File: src/rtl/code_converter_seq_pkg.sv
// Shared definitions for the multi-digit code converter: mode codes, FSM
// encoding and per-digit BCD/XS3 helpers.
package code_conv_pkg;

    localparam logic [2:0] MODE_B2G     = 3'b000;
    localparam logic [2:0] MODE_G2B     = 3'b001;
    localparam logic [2:0] MODE_B2BCD   = 3'b010;
    localparam logic [2:0] MODE_BCD2XS3 = 3'b011;
    localparam logic [2:0] MODE_B2XS3   = 3'b100;
    localparam logic [2:0] MODE_XS32BCD = 3'b101;
    localparam logic [2:0] MODE_XS32B   = 3'b110;
    localparam logic [2:0] MODE_BCD2B   = 3'b111;

    typedef enum logic [1:0] {
        ST_IDLE = 2'd0,
        ST_CALC = 2'd1,
        ST_DONE = 2'd2
    } state_t;

    function automatic logic [3:0] add3(input logic [3:0] d);
        return d + 4'd3;
    endfunction

    function automatic logic [3:0] sub3(input logic [3:0] d);
        return d - 4'd3;
    endfunction

    // Double-dabble correction: a digit >= 5 would exceed 9 after the shift.
    function automatic logic [3:0] dd_adj(input logic [3:0] d);
        return (d >= 4'd5) ? (d + 4'd3) : d;
    endfunction

    function automatic logic bcd_bad(input logic [3:0] d);
        return (d > 4'd9);
    endfunction

    function automatic logic xs3_bad(input logic [3:0] d);
        return (d < 4'd3) || (d > 4'd12);
    endfunction

    function automatic longint unsigned pow10(input int n);
        longint unsigned r;
        r = 1;
        for (int i = 0; i < n; i++) begin
            r = r * 10;
        end
        return r;
    endfunction

endpackage

File: src/rtl/code_converter_seq_if.sv
// Request/response handshake bundle between a data source, the converter and
// its consumer.
interface code_converter_seq_if #(
    parameter int DW = 12
) ();
    logic          in_valid;
    logic          in_ready;
    logic [2:0]    mode;
    logic [DW-1:0] data_in;
    logic          out_valid;
    logic          out_ready;
    logic [DW-1:0] data_out;
    logic          err;

    modport master (
        output in_valid, mode, data_in, out_ready,
        input  in_ready, out_valid, data_out, err
    );

    modport slave (
        input  in_valid, mode, data_in, out_ready,
        output in_ready, out_valid, data_out, err
    );
endinterface

File: src/rtl/code_converter_seq_dd_step.sv
// One combinational double-dabble iteration: correct every BCD digit, then
// shift the BCD/binary pair left by one bit.
module dd_step
    import code_conv_pkg::*;
#(
    parameter int WIDTH  = 8,
    parameter int DIGITS = 3
) (
    input  logic [4*DIGITS-1:0] bcd_i,
    input  logic [WIDTH-1:0]    bin_i,
    output logic [4*DIGITS-1:0] bcd_o,
    output logic [WIDTH-1:0]    bin_o
);
    localparam int DW = 4 * DIGITS;

    logic [DW-1:0] adj;

    generate
        for (genvar gi = 0; gi < DIGITS; gi++) begin : g_adj
            assign adj[4*gi +: 4] = dd_adj(bcd_i[4*gi +: 4]);
        end
    endgenerate

    assign bcd_o = {adj[DW-2:0], bin_i[WIDTH-1]};
    assign bin_o = {bin_i[WIDTH-2:0], 1'b0};

endmodule

File: src/rtl/code_converter_seq.sv
// Handshaked binary/Gray/BCD/XS3 converter. One conversion in flight; iterative
// double-dabble for bin->BCD and MSD-first multiply-accumulate for BCD->bin.
module code_converter_seq
    import code_conv_pkg::*;
#(
    parameter int WIDTH  = 8,
    parameter int DIGITS = 3
) (
    input  logic clk,
    input  logic rst_n,
    code_converter_seq_if.slave bus
);
    localparam int DW = 4 * DIGITS;
    localparam int CW = $clog2(WIDTH + 1);
    localparam int AW = WIDTH + 4;
    localparam int MW = WIDTH + 8;
    localparam logic [CW-1:0] CNT_ONE = CW'(1);
    localparam logic [CW-1:0] CNT_BIN = CW'(WIDTH);
    localparam logic [CW-1:0] CNT_DIG = CW'(DIGITS);
    localparam logic [MW-1:0] MAX_BIN = MW'((64'd1 << WIDTH) - 64'd1);

    generate
        if (pow10(DIGITS) <= ((64'd1 << WIDTH) - 64'd1)) begin : g_range_chk
            $error("code_converter_seq: DIGITS too small to hold 2**WIDTH-1");
        end
    endgenerate

    state_t          state_q, state_d;
    logic [2:0]      mode_q, mode_d;
    logic [DW-1:0]   opnd_q, opnd_d;
    logic [WIDTH-1:0] bin_q, bin_d;
    logic [DW-1:0]   bcd_q, bcd_d;
    logic [AW-1:0]   acc_q, acc_d;
    logic            ovf_q, ovf_d;
    logic            bad_q, bad_d;
    logic [CW-1:0]   cnt_q, cnt_d;
    logic [DW-1:0]   data_out_q, data_out_d;
    logic            err_q, err_d;

    logic [DIGITS-1:0] in_bcd_bad, in_xs3_bad;
    logic [DW-1:0]     in_sub3, op_add3, op_sub3, dd_xs3;
    logic [DW-1:0]     dd_bcd;
    logic [WIDTH-1:0]  dd_bin;
    logic [WIDTH-1:0]  g2b;
    logic [MW-1:0]     acc_full;
    logic              acc_over;

    dd_step #(
        .WIDTH  (WIDTH),
        .DIGITS (DIGITS)
    ) u_dd_step (
        .bcd_i (bcd_q),
        .bin_i (bin_q),
        .bcd_o (dd_bcd),
        .bin_o (dd_bin)
    );

    // Per-digit +/-3 never carries: inputs are range-checked before use.
    generate
        for (genvar gi = 0; gi < DIGITS; gi++) begin : g_digit
            assign in_bcd_bad[gi]     = bcd_bad(bus.data_in[4*gi +: 4]);
            assign in_xs3_bad[gi]     = xs3_bad(bus.data_in[4*gi +: 4]);
            assign in_sub3[4*gi +: 4] = sub3(bus.data_in[4*gi +: 4]);
            assign op_add3[4*gi +: 4] = add3(opnd_q[4*gi +: 4]);
            assign op_sub3[4*gi +: 4] = sub3(opnd_q[4*gi +: 4]);
            assign dd_xs3[4*gi +: 4]  = add3(dd_bcd[4*gi +: 4]);
        end
        for (genvar gi = 0; gi < WIDTH; gi++) begin : g_gray
            assign g2b[gi] = ^opnd_q[WIDTH-1:gi];
        end
    endgenerate

    assign acc_full = MW'(acc_q) * MW'(10) + MW'(opnd_q[DW-1 -: 4]);
    assign acc_over = ovf_q || (acc_full > MAX_BIN);

    always_comb begin
        state_d    = state_q;
        mode_d     = mode_q;
        opnd_d     = opnd_q;
        bin_d      = bin_q;
        bcd_d      = bcd_q;
        acc_d      = acc_q;
        ovf_d      = ovf_q;
        bad_d      = bad_q;
        cnt_d      = cnt_q;
        data_out_d = data_out_q;
        err_d      = err_q;

        unique case (state_q)
            ST_IDLE: begin
                if (bus.in_valid) begin
                    state_d = ST_CALC;
                    mode_d  = bus.mode;
                    opnd_d  = bus.data_in;
                    bin_d   = bus.data_in[WIDTH-1:0];
                    bcd_d   = '0;
                    acc_d   = '0;
                    ovf_d   = 1'b0;
                    bad_d   = 1'b0;
                    cnt_d   = CNT_ONE;
                    unique case (bus.mode)
                        MODE_B2BCD, MODE_B2XS3: cnt_d = CNT_BIN;
                        MODE_BCD2XS3:           bad_d = |in_bcd_bad;
                        MODE_XS32BCD:           bad_d = |in_xs3_bad;
                        MODE_BCD2B: begin
                            bad_d = |in_bcd_bad;
                            cnt_d = (|in_bcd_bad) ? CNT_ONE : CNT_DIG;
                        end
                        MODE_XS32B: begin
                            bad_d  = |in_xs3_bad;
                            opnd_d = in_sub3;
                            cnt_d  = (|in_xs3_bad) ? CNT_ONE : CNT_DIG;
                        end
                        default: ;
                    endcase
                end
            end

            ST_CALC: begin
                cnt_d = cnt_q - CNT_ONE;
                if (mode_q == MODE_B2BCD || mode_q == MODE_B2XS3) begin
                    bin_d = dd_bin;
                    bcd_d = dd_bcd;
                end
                if (mode_q == MODE_BCD2B || mode_q == MODE_XS32B) begin
                    acc_d  = acc_full[AW-1:0];
                    opnd_d = {opnd_q[DW-5:0], 4'h0};
                    ovf_d  = acc_over;
                end
                // Last iteration: commit the result straight from the step logic.
                if (cnt_q == CNT_ONE) begin
                    state_d    = ST_DONE;
                    err_d      = 1'b0;
                    data_out_d = '0;
                    if (bad_q) begin
                        err_d = 1'b1;
                    end else begin
                        unique case (mode_q)
                            MODE_B2G:     data_out_d = DW'(opnd_q[WIDTH-1:0] ^ (opnd_q[WIDTH-1:0] >> 1));
                            MODE_G2B:     data_out_d = DW'(g2b);
                            MODE_B2BCD:   data_out_d = dd_bcd;
                            MODE_B2XS3:   data_out_d = dd_xs3;
                            MODE_BCD2XS3: data_out_d = op_add3;
                            MODE_XS32BCD: data_out_d = op_sub3;
                            default: begin
                                if (acc_over) begin
                                    err_d = 1'b1;
                                end else begin
                                    data_out_d = DW'(acc_full[WIDTH-1:0]);
                                end
                            end
                        endcase
                    end
                end
            end

            ST_DONE: begin
                if (bus.out_ready) begin
                    state_d = ST_IDLE;
                end
            end

            default: state_d = ST_IDLE;
        endcase
    end

    always_ff @(posedge clk or negedge rst_n) begin
        if (!rst_n) begin
            state_q    <= ST_IDLE;
            mode_q     <= '0;
            opnd_q     <= '0;
            bin_q      <= '0;
            bcd_q      <= '0;
            acc_q      <= '0;
            ovf_q      <= 1'b0;
            bad_q      <= 1'b0;
            cnt_q      <= '0;
            data_out_q <= '0;
            err_q      <= 1'b0;
        end else begin
            state_q    <= state_d;
            mode_q     <= mode_d;
            opnd_q     <= opnd_d;
            bin_q      <= bin_d;
            bcd_q      <= bcd_d;
            acc_q      <= acc_d;
            ovf_q      <= ovf_d;
            bad_q      <= bad_d;
            cnt_q      <= cnt_d;
            data_out_q <= data_out_d;
            err_q      <= err_d;
        end
    end

    assign bus.in_ready  = (state_q == ST_IDLE);
    assign bus.out_valid = (state_q == ST_DONE);
    assign bus.data_out  = data_out_q;
    assign bus.err       = err_q;

endmodule
File: src/flat_wrapper.sv
// flat-port wrapper written by rule: the top's interface ports become plain ports
module code_converter_seq_flat import code_conv_pkg::*;
#(
    parameter int WIDTH  = 8,
    parameter int DIGITS = 3
)
  (clk, rst_n, bus_in_valid, bus_mode, bus_data_in, bus_out_ready, bus_in_ready, bus_out_valid, bus_data_out, bus_err);
  code_converter_seq_if bus_i ();
  input  logic clk;
  input  logic rst_n;
  input wire logic [$bits(bus_i.in_valid)-1:0] bus_in_valid;
  input wire logic [$bits(bus_i.mode)-1:0] bus_mode;
  input wire logic [$bits(bus_i.data_in)-1:0] bus_data_in;
  input wire logic [$bits(bus_i.out_ready)-1:0] bus_out_ready;
  output wire logic [$bits(bus_i.in_ready)-1:0] bus_in_ready;
  output wire logic [$bits(bus_i.out_valid)-1:0] bus_out_valid;
  output wire logic [$bits(bus_i.data_out)-1:0] bus_data_out;
  output wire logic [$bits(bus_i.err)-1:0] bus_err;
  assign bus_i.in_valid = bus_in_valid;
  assign bus_i.mode = bus_mode;
  assign bus_i.data_in = bus_data_in;
  assign bus_i.out_ready = bus_out_ready;
  assign bus_in_ready = bus_i.in_ready;
  assign bus_out_valid = bus_i.out_valid;
  assign bus_data_out = bus_i.data_out;
  assign bus_err = bus_i.err;
  code_converter_seq #(.WIDTH(WIDTH), .DIGITS(DIGITS)) u_core (.clk(clk), .rst_n(rst_n), .bus(bus_i));
endmodule
File: config.mk
export PLATFORM = sky130hd
export DESIGN_NAME = code_converter_seq_flat
export DESIGN_NICKNAME = d
export VERILOG_FILES = /design/src/rtl/code_converter_seq_pkg.sv /design/src/rtl/code_converter_seq_if.sv /design/src/rtl/code_converter_seq_dd_step.sv /design/src/rtl/code_converter_seq.sv /design/src/flat_wrapper.sv
export SDC_FILE = /design/constraint.sdc
export NUM_CORES = 1
export LEC_CHECK = 0
export ABC_AREA = 1
export BUFFER_PORTS_ARGS = -buffer_cell sky130_fd_sc_hd__clkbuf_2
export CAP_MARGIN = 20
export CORE_MARGIN = 1
export CORE_UTILIZATION = 44
export CTS_CLUSTER_DIAMETER = 50
export DETAILED_ROUTE_END_ITERATION = 16
export PLACE_DENSITY = 0.7
export SETUP_SLACK_MARGIN = 0.05
export SLEW_MARGIN = 25
export SYNTH_ARGS = -nofsm -noshare
export SYNTH_HDL_FRONTEND = slang
export SYNTH_SLANG_ARGS = --single-unit
File: constraint.sdc
create_clock -name clk -period 3.9 [get_ports clk]
set_input_delay 0.78 -clock clk [delete_from_list [all_inputs] [get_ports clk]]
set_output_delay 0.78 -clock clk [all_outputs]
set_load 0.02 [all_outputs]
### Word level (Yosys, flattened, before mapping)

Index checks and enable logic that the tools add are counted.

| word-level totals | value |
|---|---|
| output and inout bits | 15 |
| bits in read-only memories | 0 |
| bits in latches | 0 |
| bits in writable memories | 0 |
| flip-flop bits (word level) | 68 |
| memories kept | 0 |
| word-level logic and storage cells | 126 |

| cells by class | value |
|---|---|
| add/subtract/negate cells | 17 |
| bitwise gates (word level) | 1 |
| muxes and demuxes | 34 |
| shift-type cells | 0 |
| $lt $le $gt $ge | 13 |
| reductions and logical operators | 28 |
| div/mod/pow operators | 0 |
| eq/ne operators | 21 |
| multipliers | 1 |

Operators by type and width:

| operator | count |
|---|---|
| 2-to-1 mux 12 bit | 7 |
| one-hot mux 12 bit (2 select lines) | 3 |
| one-hot mux 12 bit (6 select lines) | 1 |
| adder 4 x 2 -> 4 bit (second input constant) | 8 |
| equality test 3 bit (second input constant) | 8 |
| greater-than comparator 4 bit (second input constant) | 6 |
| 2-to-1 mux 8 bit | 3 |
| subtractor 4 x 2 -> 4 bit (second input constant) | 6 |
| adder 16 x 4 -> 16 bit | 1 |
| greater-than comparator 16 x 8 -> 1 bit (second input constant) | 1 |
| one-hot mux 8 bit (2 select lines) | 1 |
| multiplier 12 x 3 -> 15 bit (second input constant) | 1 |
| equality test 3 x 2 -> 1 bit (second input constant) | 4 |
| >= comparator 4 x 3 -> 1 bit (second input constant) | 3 |
| < comparator 4 x 2 -> 1 bit (second input constant) | 3 |
| 2-to-1 mux 4 bit | 3 |
| one-hot mux 4 bit (3 select lines) | 1 |
| 2-to-1 mux 2 bit | 5 |
| AND reduction 3 bit | 3 |
| one-hot mux 4 bit (2 select lines) | 1 |
| XOR reduction 8 bit | 1 |
| bitwise XOR 8 x 7 -> 8 bit | 1 |
| XOR reduction 7 bit | 1 |
| logical OR 1 bit | 6 |
| other kinds (24) | 37 |

### Depth between registers and ports, before layout

Gate-level depths: netlist of the first run.

| logic depth | value |
|---|---|
| word-level depth | 7 |
| mapped depth | 21 |
| gate-level depth less buffers | 21 |

### By module

A second synthesis of the first run with hierarchy kept.

| second synthesis, totals | value |
|---|---|
| cells, all modules | 758 |
| area total of the unflattened synthesis | 5,575.3 sq um |

Modules (own cells, without submodules):

| module | cells an instance | area each (sq um) | instances |
|---|---|---|---|
| code_converter_seq | 685 | 5,144.9 | 1 |
| dd_step | 73 | 430.4 | 1 |

### Worst setup path before layout of the first run

Ideal clock, no wire load.

| timing path | value |
|---|---|
| path kind | reg2reg |
| from | reg u_core.acc_q[1] |
| to | reg u_core.err_q, in the netlist u_core.bus.err |
| required time | 3.768 ns |
| data arrival time | 2.686 ns |
| buffers on the path | 0 |
| setup slack | 1.082 ns |
| clock period less this slack | 2.818 ns |
| stages on the path, launching flop included | 19 |
| cells stage by stage | dfrtp_1 > ha_1 > ha_1 > inv_1 > fa_1 > nor2_2 > nand3_1 > nand2_1 > nand2_1 > nor2_4 > nand3_4 > nor2_4 > nand2_2 > nand2_1 > nand2_1 > nor2_2 > nand3_2 > nand2_4 > a21oi_1 |

| between the ends | value |
|---|---|
| longest elaborated chain between the ends | 7 |

Ends and longest elaborated chain:

| item | RTL line | source |
|---|---|---|
| start: declaration | code_converter_seq.sv:33 | `logic [AW-1:0] acc_q, acc_d;` |
| start signal: assignment | code_converter_seq.sv:174 | `acc_q <= '0;` |
| start signal: assignment | code_converter_seq.sv:186 | `acc_q <= acc_d;` |
| multiplier 12 x 3 -> 15 bit | code_converter_seq.sv:73 | `assign acc_full = MW'(acc_q) * MW'(10) + MW'(opnd_q[DW-1 -: 4]);` |
| adder 16 x 4 -> 16 bit | code_converter_seq.sv:73 |  |
| greater-than comparator 16 x 8 -> 1 bit | code_converter_seq.sv:74 | `assign acc_over = ovf_q \|\| (acc_full > MAX_BIN);` |
| logical OR 1 bit | code_converter_seq.sv:74 |  |
| 2-to-1 mux 1 bit | code_converter_seq.sv:146 | `if (acc_over) begin` |
| 2-to-1 mux 1 bit | code_converter_seq.sv:138 | `unique case (mode_q)` |
| 2-to-1 mux 1 bit | code_converter_seq.sv:135 | `if (bad_q) begin` |
| end signal: assignment | code_converter_seq.sv:191 | `err_q <= err_d;` |
| end: declaration | code_converter_seq.sv:38 | `logic err_q, err_d;` |

No other way between the ends.
A chain may end at the register's enable or synchronous reset.

### Worst setup path in the final report of the first run

| timing path | value |
|---|---|
| from | reg u_core.acc_q[1] |
| to | reg u_core.data_out_q[1], in the netlist u_core.bus.data_out[1] |

| between the ends | value |
|---|---|
| longest elaborated chain between the ends | 7 |

Ends and longest elaborated chain:

| item | RTL line | source |
|---|---|---|
| multiplier 12 x 3 -> 15 bit | code_converter_seq.sv:73 |  |
| adder 16 x 4 -> 16 bit | code_converter_seq.sv:73 |  |
| greater-than comparator 16 x 8 -> 1 bit | code_converter_seq.sv:74 |  |
| logical OR 1 bit | code_converter_seq.sv:74 |  |
| 2-to-1 mux 8 bit | code_converter_seq.sv:146 |  |
| one-hot mux 12 bit (6 select lines) | code_converter_seq.sv:138 |  |
| 2-to-1 mux 12 bit | code_converter_seq.sv:135 |  |
| end signal: assignment | code_converter_seq.sv:190 | `data_out_q <= data_out_d;` |
| end: declaration | code_converter_seq.sv:37 | `logic [DW-1:0] data_out_q, data_out_d;` |

No other way between the ends.

==> impl_metrics.json, run 1 <==
{
  "run_status": "finished, final reports clean",
  "synthAdderAreaFrac_pct": 12.66,
  "gp_congestion": 0.8743,
  "synth_area_mm2": 0.005635,
  "fmaxAchievable_mhz": 322.4,
  "rows": 40,
  "synthSimpleGateAreaFrac_pct": 25.64,
  "synth_nets": 841,
  "die-area_mm2": 0.01326,
  "ys_async_sr_fraction_pct": 100.0,
  "slowest_delay_ns": 0.46,
  "ys_seq_area_share_pct": 30.20,
  "power_density_mw_per_mm2": 861.3,
  "postCtsHoldBufs": 0,
  "synth_area_leaders": "dfrtp_1 (30%), nand2_1 (12%), ha_1 (11%)",
  "cts.sinks": 68,
  "cts-root-buf": "clkbuf_16",
  "swShare_pct": 48.47,
  "hold_viol_final": 0,
  "wl_met2_mm": 5.864,
  "place_hpwl_mm": 10.61,
  "vias": 5090,
  "crit_path_end_kind": "flop",
  "p_int_mw": 2.830,
  "crit_top_cell": "nand2_1",
  "final_common_cell": "nand2_1",
  "grt_max_degree": 31,
  "cp_data_arrival_time_ns": 3.38,
  "antenna_found_initial": 0,
  "synth_edf_count": 0,
  "setup_slack_ns": 0.7986,
  "crit_slowest_cell": "fa_1",
  "wirelength_met1_mm": 6.870,
  "synth.top_cell.area_share_pct": 30.20,
  "crit_chain": "ha_1, ha_1, inv_1, fa_1, nor2_2, nand3_1, nand2_1, nand2_1, nor2_4, nand3_4, nor2_4, nand2_2, nand2_1, nand2_1, nor2_2, nand3_2, nand2_4, nand3_1, nand2_1",
  "synth_xor_area_share_pct": 5.262,
  "fin_nets": 880,
  "firstDrtPassIters": 5,
  "maxSlewViolCount": 0,
  "io_pins": 34,
  "synth_area_leader_cell": "dfrtp_1",
  "critPathLaunchType": "flop",
  "start_util_pct": 45.96,
  "coreArea_mm2": 0.01226,
  "dr_wl_met3_um": 608,
  "synth-compound-area-share_pct": 16.79,
  "synth_top_family_by_area": "simple AND/OR/NAND/NOR gates",
  "setup_viol": 0,
  "cp_max_fo": 9,
  "drive_above_1_share_pct": 11.95,
  "io_buffers": 33,
  "route.antenna.remaining_nets": 0,
  "relSlewSlack_pct": 56.19,
  "combPwrFrac_pct": 59.0,
  "syn_to_final_growth_pct": 13.12,
  "fin_crit_ns": 3.101,
  "die_x_um": 115.2,
  "p_sw_mw": 2.661,
  "p_leak_nw": 3.234,
  "synthMuxAreaShare_pct": 0.1776,
  "seqPwrFrac_pct": 23.6,
  "top_layer": "met4",
  "yosys_most_used_dff": "dfrtp_1",
  "drtIter0Drc": 343,
  "wirelength_mm": 13.49,
  "path_class": "reg2reg",
  "antenna_cells": 0,
  "clockPowerShare_pct": 17.4,
  "min_period_over_period_pct": 79.52,
  "gr-usage-all-layers_pct": 22.42,
  "cts_max_path_buffers": 2,
  "synth_warnings": 0,
  "tritoncts": "built",
  "cts_made_buffers": 9,
  "die_h_um": 115.2,
  "grt_pass1_wl_mm": 23.36,
  "cts_setup_buffers": 0,
  "synth_cells": 768,
  "fillers": 1228,
  "fin_skew_ns": 0.007302,
  "rsz0062_at_grt": "no",
  "setup_tns_ns": 0,
  "insertion_delay_ns": 0.34,
  "min_path_type": "in2async",
  "synth_cell_types": 47,
  "cts_max_level": 3,
  "tightestPinTransition_ns": 0.6572,
  "place_ws_ns": 0.8195,
  "mostFrequentLayoutCells": "nand2_1 (186), inv_1 (117), dfrtp_1 (68), o21ai_0 (62), ha_1 (49)",
  "drt_drc_violations_left": 0,
  "wire_per_inst_um": 13.76,
  "routed_via_density": 5.194,
  "ys_ff_latch": 68,
  "required_ns": 4.18,
  "vdd_drop_max_mv": 0.4331,
  "overflow": 0,
  "grt_pass1_vias": 4844,
  "clk_pin_slew_worst_paths_ns": 0.06,
  "cap_viol_max_count": 0,
  "synth.avg_cell_area_um2": 7.338,
  "cts_resized": 0
}
-- cell usage after synthesis, types with 2 or more instances --
master    number
a211oi_1       7
a21oi_1       24
a22o_1         7
a22oi_1        3
a31oi_1        7
buf_2          7
clkbuf_1       9
clkinv_1       2
dfrtp_1       68
fa_1           5
ha_1          49
inv_1        117
inv_2          2
nand2_1      186
nand2_2       10
nand2_4        4
nand3_1       34
nand3_2        7
nand4_1        8
nor2_1        45
nor2_2         5
nor2_4         2
nor3_1         8
o211ai_1       7
o21ai_0       62
o21bai_1       2
o221ai_1       9
o22ai_1       19
o31ai_1        3
or2_2          3
xnor2_1       11
xor2_1        21
-- power by group through the flow --
stage                     combinational (mW)  clock [mW]  sequential, mW
after floorplan                         2.42           0            1.28
after global placement                  3.19           0            1.29
after detailed placement                3.20           0            1.30
after CTS                               3.23       0.965            1.29
after global routing                    3.66       0.999            1.34
final                                   3.24       0.954            1.30
-- final cells by class --
type                            instances  area [um^2]  area share (%)
Multi-Input combinational cell        563         3411           53.50
Sequential cell                        68         1702           26.69
Inverter                              121        454.2           7.125
Timing Repair Buffer                   44        247.7           3.886
Clock buffer                           10        239.0           3.749
Tap cell                              168        210.2           3.297
Clock inverter                          6        111.4           1.747
-- metal layers --
metal	up-vias	GRT usage (%)
met5	-	0
met4	0	5.714
met3	12	3.532
met2	119	35.18
met1	2334	32.20
li1	2625	-
-- registers in the layout, indices dropped and copies added (netlist names) --
name and flops:
u_core.acc_q 12, u_core.bad_q 1, u_core.bcd_q 12, u_core.bin_q 8, u_core.bus.data_out 12, u_core.bus.err 1, u_core.cnt_q 4, u_core.mode_q 3
u_core.opnd_q 12, u_core.ovf_q 1, u_core.state_q 2
-- kinds of logic after synthesis --
group / after synthesis
xor gates and xnor gates: 33
muxes: 1
adders and majority gates: 54
buffers and inverters: 137
and+or+nand+nor: 319
DFF: 68
AOI/OAI and AO/OA: 156
-- worst max-delay path: cells and delay by family (launching register included) --
family / cells / cell delay (ns)
adders and majority gates: 3 / 1.03
buffers and inverters: 1 / 0.08
DFF: 1 / 0.43
and+or+nand+nor: 15 / 1.48
-- final timing paths --
path                                         start                 endpoint  slack (ns)  depth (start not counted)
hold reg to reg            u_core.bus.data_out[11]  u_core.bus.data_out[11]        0.48                          2
hold / removal                               rst_n          u_core.bin_q[2]        0.47                          1
setup / recovery                   u_core.acc_q[1]   u_core.bus.data_out[1]        0.80                         19
max in group asynchronous                    rst_n   u_core.bus.data_out[6]        2.71                          2
min in group clk           u_core.bus.data_out[11]  u_core.bus.data_out[11]        0.48                          2
setup reg to reg                   u_core.acc_q[1]   u_core.bus.data_out[1]        0.80                         19
-- metrics by stage --
stage | hold slack [ns] | cell area [um^2] | power [mW] | std cells | utilization, %
final | 0.4684 | 6375 | 5.491 | 980 | 51.99
after global routing | 0.5097 | 6375 | 5.996 | 980 | 51.99
after CTS | 0.4848 | 6375 | 5.487 | 980 | 51.99
after detailed placement | 0.4691 | 6025 | 4.503 | 964 | 49.13
after global placement | 0.4637 | 6025 | 4.485 | 964 | 49.13
after floorplan | 0.4739 | 5635 | 3.697 | 768 | -
Power figures use the tool's default switching activity.
==> run 2: changes to the inputs <==
--- a/config.mk
+++ b/config.mk
@@ -12,7 +12,7 @@
 export CORE_UTILIZATION = 44
 export CTS_CLUSTER_DIAMETER = 50
 export DETAILED_ROUTE_END_ITERATION = 16
-export PLACE_DENSITY = 0.7
+export PLACE_DENSITY = 0.72
 export SETUP_SLACK_MARGIN = 0.05
 export SLEW_MARGIN = 25
 export SYNTH_ARGS = -nofsm -noshare
==> constraint.sdc (replaced) <==
create_clock -name clk -period 2.8 [get_ports clk]
set_input_delay 0.56 -clock clk [delete_from_list [all_inputs] [get_ports clk]]
set_output_delay 0.56 -clock clk [all_outputs]
set_load 0.02 [all_outputs]
==> run 2 against run 1 <==
The run now ends with negative setup slack left. Sequential share of layout area down 0.96 points. Core utilization up 1.9 points. Fmax up 8.1%. Register-to-register slack worse by 0.87 ns. Worst hold slack worse by 0.41 ns. Critical path type unchanged.
==> impl_metrics.json, run 2 (synthesis gave the netlist of run 1 again) <==
{
  "run_status": "finished with violations",
  "violations": "negative setup slack",
  "place_hpwl_mm": 10.66,
  "maxSlewViolCount": 0,
  "fin_skew_ns": 0.004682,
  "coreArea_mm2": 0.01226,
  "rows": 40,
  "drive_above_1_share_pct": 16.39,
  "die_h_um": 115.2,
  "cp_max_fo": 4,
  "io_buffers": 33,
  "required_ns": 3.01,
  "postCtsHoldBufs": 0,
  "cts_made_buffers": 9,
  "wl_met2_mm": 6.266,
  "min_period_over_period_pct": 102.5,
  "crit_chain": "ha_1, ha_2, inv_2, fa_2, nor2_4, nand3_2, nand2_2, nand2_4, nor2_4, nand3_4, nor2_4, nand2_2, nand2_1, nand2_2, nor2_4, nand3_4, nand2_2, a21oi_1",
  "path_class": "reg2reg",
  "tritoncts": "built",
  "clk_pin_slew_worst_paths_ns": 0.06,
  "start_util_pct": 45.96,
  "route.antenna.remaining_nets": 0,
  "wirelength_met1_mm": 6.702,
  "grt_pass1_vias": 5010,
  "crit_slowest_cell": "fa_2",
  "gr-usage-all-layers_pct": 22.33,
  "vdd_drop_max_mv": 0.5401,
  "insertion_delay_ns": 0.33,
  "wirelength_mm": 13.93,
  "antenna_cells": 0,
  "p_leak_nw": 3.351,
  "drtIter0Drc": 304,
  "setup_slack_ns": -0.06976,
  "grt_max_degree": 63,
  "cp_data_arrival_time_ns": 3.08,
  "cts-root-buf": "clkbuf_16",
  "setup_viol": 10,
  "io_pins": 34,
  "syn_to_final_growth_pct": 17.36,
  "overflow": 0,
  "fillers": 1170,
  "drt_drc_violations_left": 0,
  "final_common_cell": "nand2_1",
  "die-area_mm2": 0.01326,
  "top_layer": "met4",
  "gp_congestion": 0.9213,
  "rsz0062_at_grt": "yes",
  "grt_pass1_wl_mm": 23.32,
  "slowest_delay_ns": 0.46,
  "cts.sinks": 68,
  "die_x_um": 115.2,
  "fin_nets": 904,
  "power_density_mw_per_mm2": 1210,
  "firstDrtPassIters": 5,
  "relSlewSlack_pct": 63.52,
  "fin_crit_ns": 2.870,
  "vias": 5305,
  "min_path_type": "in2async",
  "wire_per_inst_um": 13.87,
  "fmaxAchievable_mhz": 348.5,
  "cts_max_level": 3,
  "utilization_pct": 53.94,
  "cts_max_path_buffers": 2,
  "routed_via_density": 5.284,
  "cap_viol_max_count": 0,
  "tightestPinTransition_ns": 0.5402,
  "dr_wl_met3_um": 737,
  "critPathLaunchType": "flop",
  "crit_path_end_kind": "flop",
  "antenna_found_initial": 0,
  "mostFrequentLayoutCells": "nand2_1 (179), inv_1 (115), dfrtp_1 (68), o21ai_0 (61), ha_1 (48)",
  "hold_viol_final": 0,
  "totalPowerFinal_mw": 8.002
}
## run 2: cell count changes in the layout (fill, tap and decap cells not counted), moves of 3 or more
cell     before  now
nor2_4        2    6
nand2_2      10   17
nand3_1      34   31
buf_4        11   32
nand2_1     186  179
## run 2: repair_timing
action / CTS / global route
setup buffers: 1 / 2
setup endpoints to repair: 10 / 10
cloned: 1 / 0
pin swaps: 16 / 8
endpoints found under the hold margin: 0 / 0
gates resized for setup: 2 / 19
## run 2: layout make-up
type,count,area (um^2),area share (%)
inverter,121,454.2,6.867
clock inverter,6,63.81,0.9648
tap,168,210.2,3.178
clock buffer,10,239.0,3.613
sequential,68,1702,25.73
timing repair buffer,67,445.4,6.735
multi-input combinational,564,3500,52.91
## run 2: final timing paths
kind,from,end,slack [ns],cells past startpoint
worst max-delay path,u_core.acc_q[1],u_core.bus.err,-0.07,18
worst min-delay path,rst_n,u_core.opnd_q[3],0.06,1
worst max register to register,u_core.acc_q[1],u_core.bus.err,-0.07,18
worst min register to register,u_core.bus.data_out[3],u_core.bus.data_out[3],0.48,2
max in group asynchronous,rst_n,u_core.bus.data_out[11],2.18,2
min in group clk,bus_out_ready,u_core.state_q[1],0.40,2
## run 2: routing by layer
layer	up-vias	track usage [%]
met5	-	0
met2	150	35.70
met3	21	3.743
met1	2457	30.98
met4	0	6.753
li1	2677	-
## run 2: power by group
group	switching, mW	internal, mW	total, mW
Sequential	0.389	1.40	1.79
Combinational	3.10	1.98	5.07
Clock	0.427	0.711	1.14
## run 2: per-stage QoR
| stage | instances | setup WS, ns | hold slack [ns] | cell area (um^2) | TNS, ns |
|---|---|---|---|---|---|
| finish | 1004 | -0.06976 | 0.05822 | 6614 | -0.5331 |
| global route | 1004 | -0.2482 | 0.06688 | 6614 | -2.119 |
| floorplan | 768 | 0.05055 | 0.2644 | 5640 | 0 |
| CTS | 1002 | -0.09064 | 0.05566 | 6526 | -0.7787 |
| detailed placement | 984 | -0.1059 | 0.4125 | 6205 | -0.8258 |
| global placement | 984 | -0.02652 | 0.4117 | 6205 | -0.1245 |
## run 2: worst max-delay path: cells and delay by family (launching register included)
family	cells	cell delay (ns)
AOI/OAI and AO/OA	1	0.06
buffers and inverters	1	0.05
adders and majority gates	3	0.94
and+or+nand+nor	13	1.30
DFF	1	0.38
==> run 3: changes to the inputs <==
--- a/config.mk
+++ b/config.mk
@@ -5,14 +5,13 @@
 export SDC_FILE = /design/constraint.sdc
 export NUM_CORES = 1
 export LEC_CHECK = 0
-export ABC_AREA = 1
 export BUFFER_PORTS_ARGS = -buffer_cell sky130_fd_sc_hd__clkbuf_2
 export CAP_MARGIN = 20
 export CORE_MARGIN = 1
 export CORE_UTILIZATION = 44
 export CTS_CLUSTER_DIAMETER = 50
 export DETAILED_ROUTE_END_ITERATION = 16
-export PLACE_DENSITY = 0.72
+export PLACE_DENSITY = 0.7
 export SETUP_SLACK_MARGIN = 0.05
 export SLEW_MARGIN = 25
 export SYNTH_ARGS = -nofsm -noshare
==> constraint.sdc (replaced) <==
create_clock -name clk -period 3.5 [get_ports clk]
set_input_delay 0.7 -clock clk [delete_from_list [all_inputs] [get_ports clk]]
set_output_delay 0.7 -clock clk [all_outputs]
set_load 0.02 [all_outputs]
==> run 3 against run 2 <==
The run now ends clean. Global-route usage decreased by 0.069 points. First-iteration DRC count rose by 3.0%. Clock skew rose by 0.0018 ns. Power shrank 21%. Area after synthesis is 1.2% lower. Via count fell by 5.0%. Setup slack improved by 0.21 ns. Synthesized cell count is 14% lower.
==> impl_metrics.json, run 3 <==
{
  "clk_pin_slew_worst_paths_ns": 0.05,
  "routed_via_density": 5.821,
  "swShare_pct": 48.11,
  "route.antenna.remaining_nets": 0,
  "die_h_um": 114.5,
  "yosys_most_used_dff": "dfrtp_1",
  "synth.top_cell.area_share_pct": 30.56,
  "fin_skew_ns": 0.006450,
  "crit_end": "u_core.bus.data_out[0]",
  "grt_pass1_vias": 4652,
  "io_buffers": 33,
  "ys_async_sr_fraction_pct": 100.0,
  "synth_nets": 732,
  "crit_chain": "ha_4, ha_4, inv_2, fa_2, xor2_4, nor4_4, buf_4, nand4_4, buf_4, a2111oi_2, a2111oi_4, and4b_4, a21o_1",
  "r2r_setup_slack_ns": 0.14,
  "seqCellArea_mm2": 0.001703,
  "rows": 40,
  "vias": 5041,
  "fmaxAchievable_mhz": 297.2,
  "cp_data_arrival_time_ns": 3.59,
  "syn_to_final_growth_pct": 16.70,
  "drtIter0Drc": 313,
  "cts.sinks": 68,
  "mostFrequentLayoutCells": "o21ai_0 (68), nand2_1 (67), dfrtp_1 (67), nor2_1 (48), a21oi_1 (47)",
  "cap_viol_max_count": 0,
  "tritoncts": "built",
  "slowest_delay_ns": 0.45,
  "antenna_cells": 0,
  "multi_input_area_mm2": 0.003837,
  "cts_made_buffers": 9,
  "synth_area_mm2": 0.005568,
  "start_util_pct": 45.78,
  "fin_cells": 866,
  "totalPowerFinal_mw": 6.309,
  "fin_nets": 767,
  "grt_pass1_wl_mm": 22.74,
  "critPathLaunchType": "flop",
  "antenna_found_initial": 0,
  "gp_congestion": 0.8971,
  "synthTopCellsByCount": "dfrtp_1 (68), o21ai_0 (68), nand2_1 (67)",
  "combPwrFrac_pct": 63.5,
  "min_path_type": "in2async",
  "fillers": 1093,
  "cts_max_level": 3,
  "wirelength_mm": 14.34,
  "synth_cells": 659,
  "wire_per_inst_um": 16.56,
  "final_common_cell": "o21ai_0",
  "cp_max_fo": 5,
  "rsz0062_at_grt": "no",
  "setup_slack_ns": 0.1355,
  "synth_edf_count": 0,
  "die_x_um": 114.5,
  "ys_seq_area_share_pct": 30.56,
  "place_ws_ns": -0.06412,
  "seqPwrFrac_pct": 22.5,
  "overflow": 0,
  "io_pins": 34,
  "crit_path_end_kind": "flop",
  "maxSlewViolCount": 0,
  "p_int_mw": 3.274,
  "coreArea_mm2": 0.01216,
  "vdd_drop_max_mv": 0.4312,
  "synth_warnings": 0,
  "firstDrtPassIters": 6,
  "required_ns": 3.72,
  "grt_max_degree": 36,
  "insertion_delay_ns": 0.34,
  "synth_area_leader_cell": "dfrtp_1",
  "fin_crit_ns": 3.364,
  "synth_area_leaders": "dfrtp_1 (31%), ha_1 (11%), o21ai_0 (6.1%)",
  "cts_max_path_buffers": 2,
  "drt_drc_violations_left": 0,
  "synth.avg_cell_area_um2": 8.449,
  "path_class": "reg2reg",
  "dpl.cell_count": 841,
  "synth_cell_types": 68,
  "relSlewSlack_pct": 56.97,
  "power_density_mw_per_mm2": 971.0,
  "critPathLaunch": "u_core.acc_q[3]",
  "clockPowerShare_pct": 14.1,
  "run_status": "finished, final reports clean",
  "setup_viol": 0,
  "cts-root-buf": "clkbuf_16",
  "p_sw_mw": 3.035,
  "place_hpwl_mm": 10.52,
  "die-area_mm2": 0.01311,
  "whs_ns": 0.3392,
  "r2r_cells": 13,
  "ys_ff_latch": 68,
  "timing.rr.start": "u_core.acc_q[3]",
  "rr_endpoint": "u_core.bus.data_out[0]",
  "gr-usage-all-layers_pct": 22.26,
  "crit_slowest_cell": "a2111oi_2",
  "min_period_over_period_pct": 96.13,
  "p_leak_nw": 2.960,
  "drive_above_1_share_pct": 15.62,
  "tightestPinTransition_ns": 0.6435,
  "hold_viol_final": 0
}
==> run 3: changes by cell type in the layout (fill, tap and decap cells not counted), moves of 9 or more <==
cell	before	now
inv_1	115	26
xnor2_1	11	25
o22ai_1	19	6
nand2_2	17	1
nand2_1	179	67
a21oi_1	24	47
mux2i_1	1	11
a21o_1	1	10
nand2b_1	0	12
==> run 3: power groups by stage <==
stage | clock (mW) | sequential (mW) | combinational (mW)
floorplan | 0 | 1.37 | 2.77
global placement | 0 | 1.41 | 3.56
detailed placement | 0 | 1.42 | 3.65
CTS | 0.909 | 1.41 | 3.72
global route | 0.936 | 1.45 | 4.40
finish | 0.887 | 1.42 | 4.00
==> run 3: critical path, delay by kind of cell, from the launching register on <==
| family | cells | cell delay, ns |
|---|---|---|
| buffers and inverters | 3 | 0.38 |
| XOR/XNOR | 1 | 0.19 |
| adder cells (fa/ha/maj) | 3 | 0.83 |
| flip-flops | 1 | 0.43 |
| AO/OA/AOI/OAI | 3 | 0.73 |
| AND/OR/NAND/NOR | 3 | 0.67 |
==> run 3: how the worst min path moves through the flow <==
stage                            start         endpoint  slack, ns
after detailed placement  u_core.bad_q     u_core.bad_q       0.47
after global placement    u_core.bad_q     u_core.bad_q       0.46
after floorplan                  rst_n  u_core.acc_q[0]       0.40
after global routing             rst_n  u_core.bin_q[1]       0.37
after CTS                        rst_n  u_core.bin_q[1]       0.35
final                            rst_n  u_core.bin_q[4]       0.34
==> run 3: cell families after synthesis <==
family          Yosys count  synth area share (%)
fa+ha+maj                54                 12.81
xor+xnor                 43                 7.371
compound gates          214                 24.72
flops                    68                 30.56
simple gates            203                 17.55
buf+inv                  62                 4.225
mux                      15                 2.764
==> run 3: per-stage QoR <==
step	cell area, um^2	util (%)	setup TNS [ns]
global route	6497	53.43	0
finish	6497	53.43	0
global placement	5934	48.80	0
floorplan	5568	-	0
CTS	6256	51.44	0
detailed placement	5934	48.80	-0.1590
==> run 3: area by class of cell <==
type / count / area share (%)
sequential: 68 / 26.21
multi-input combinational: 529 / 59.06
clock inverter: 2 / 0.5392
clock buffer: 13 / 3.851
tap: 168 / 3.235
inverter: 27 / 1.560
timing repair buffer: 59 / 5.546
==> run 3: repair_timing <==
action,in CTS,in global routing
endpoints found under the setup margin,9,10
buffers inserted,1,10
resized for setup,4,31
hold buffers,0,0
pin swaps,1,14
==> run 3: routing by layer <==
metal | wire length, um | share of wire (%) | vias to the layer above | track usage [%]
li1 | - | - | 2447 | -
met1 | 6616 | 46 | 2425 | 30.56
met2 | 6642 | 46 | 143 | 34.91
met3 | 778 | 5.4 | 26 | 4.447
met4 | 307 | 2.1 | 0 | 7.706
met5 | 0 | 0 | - | 0
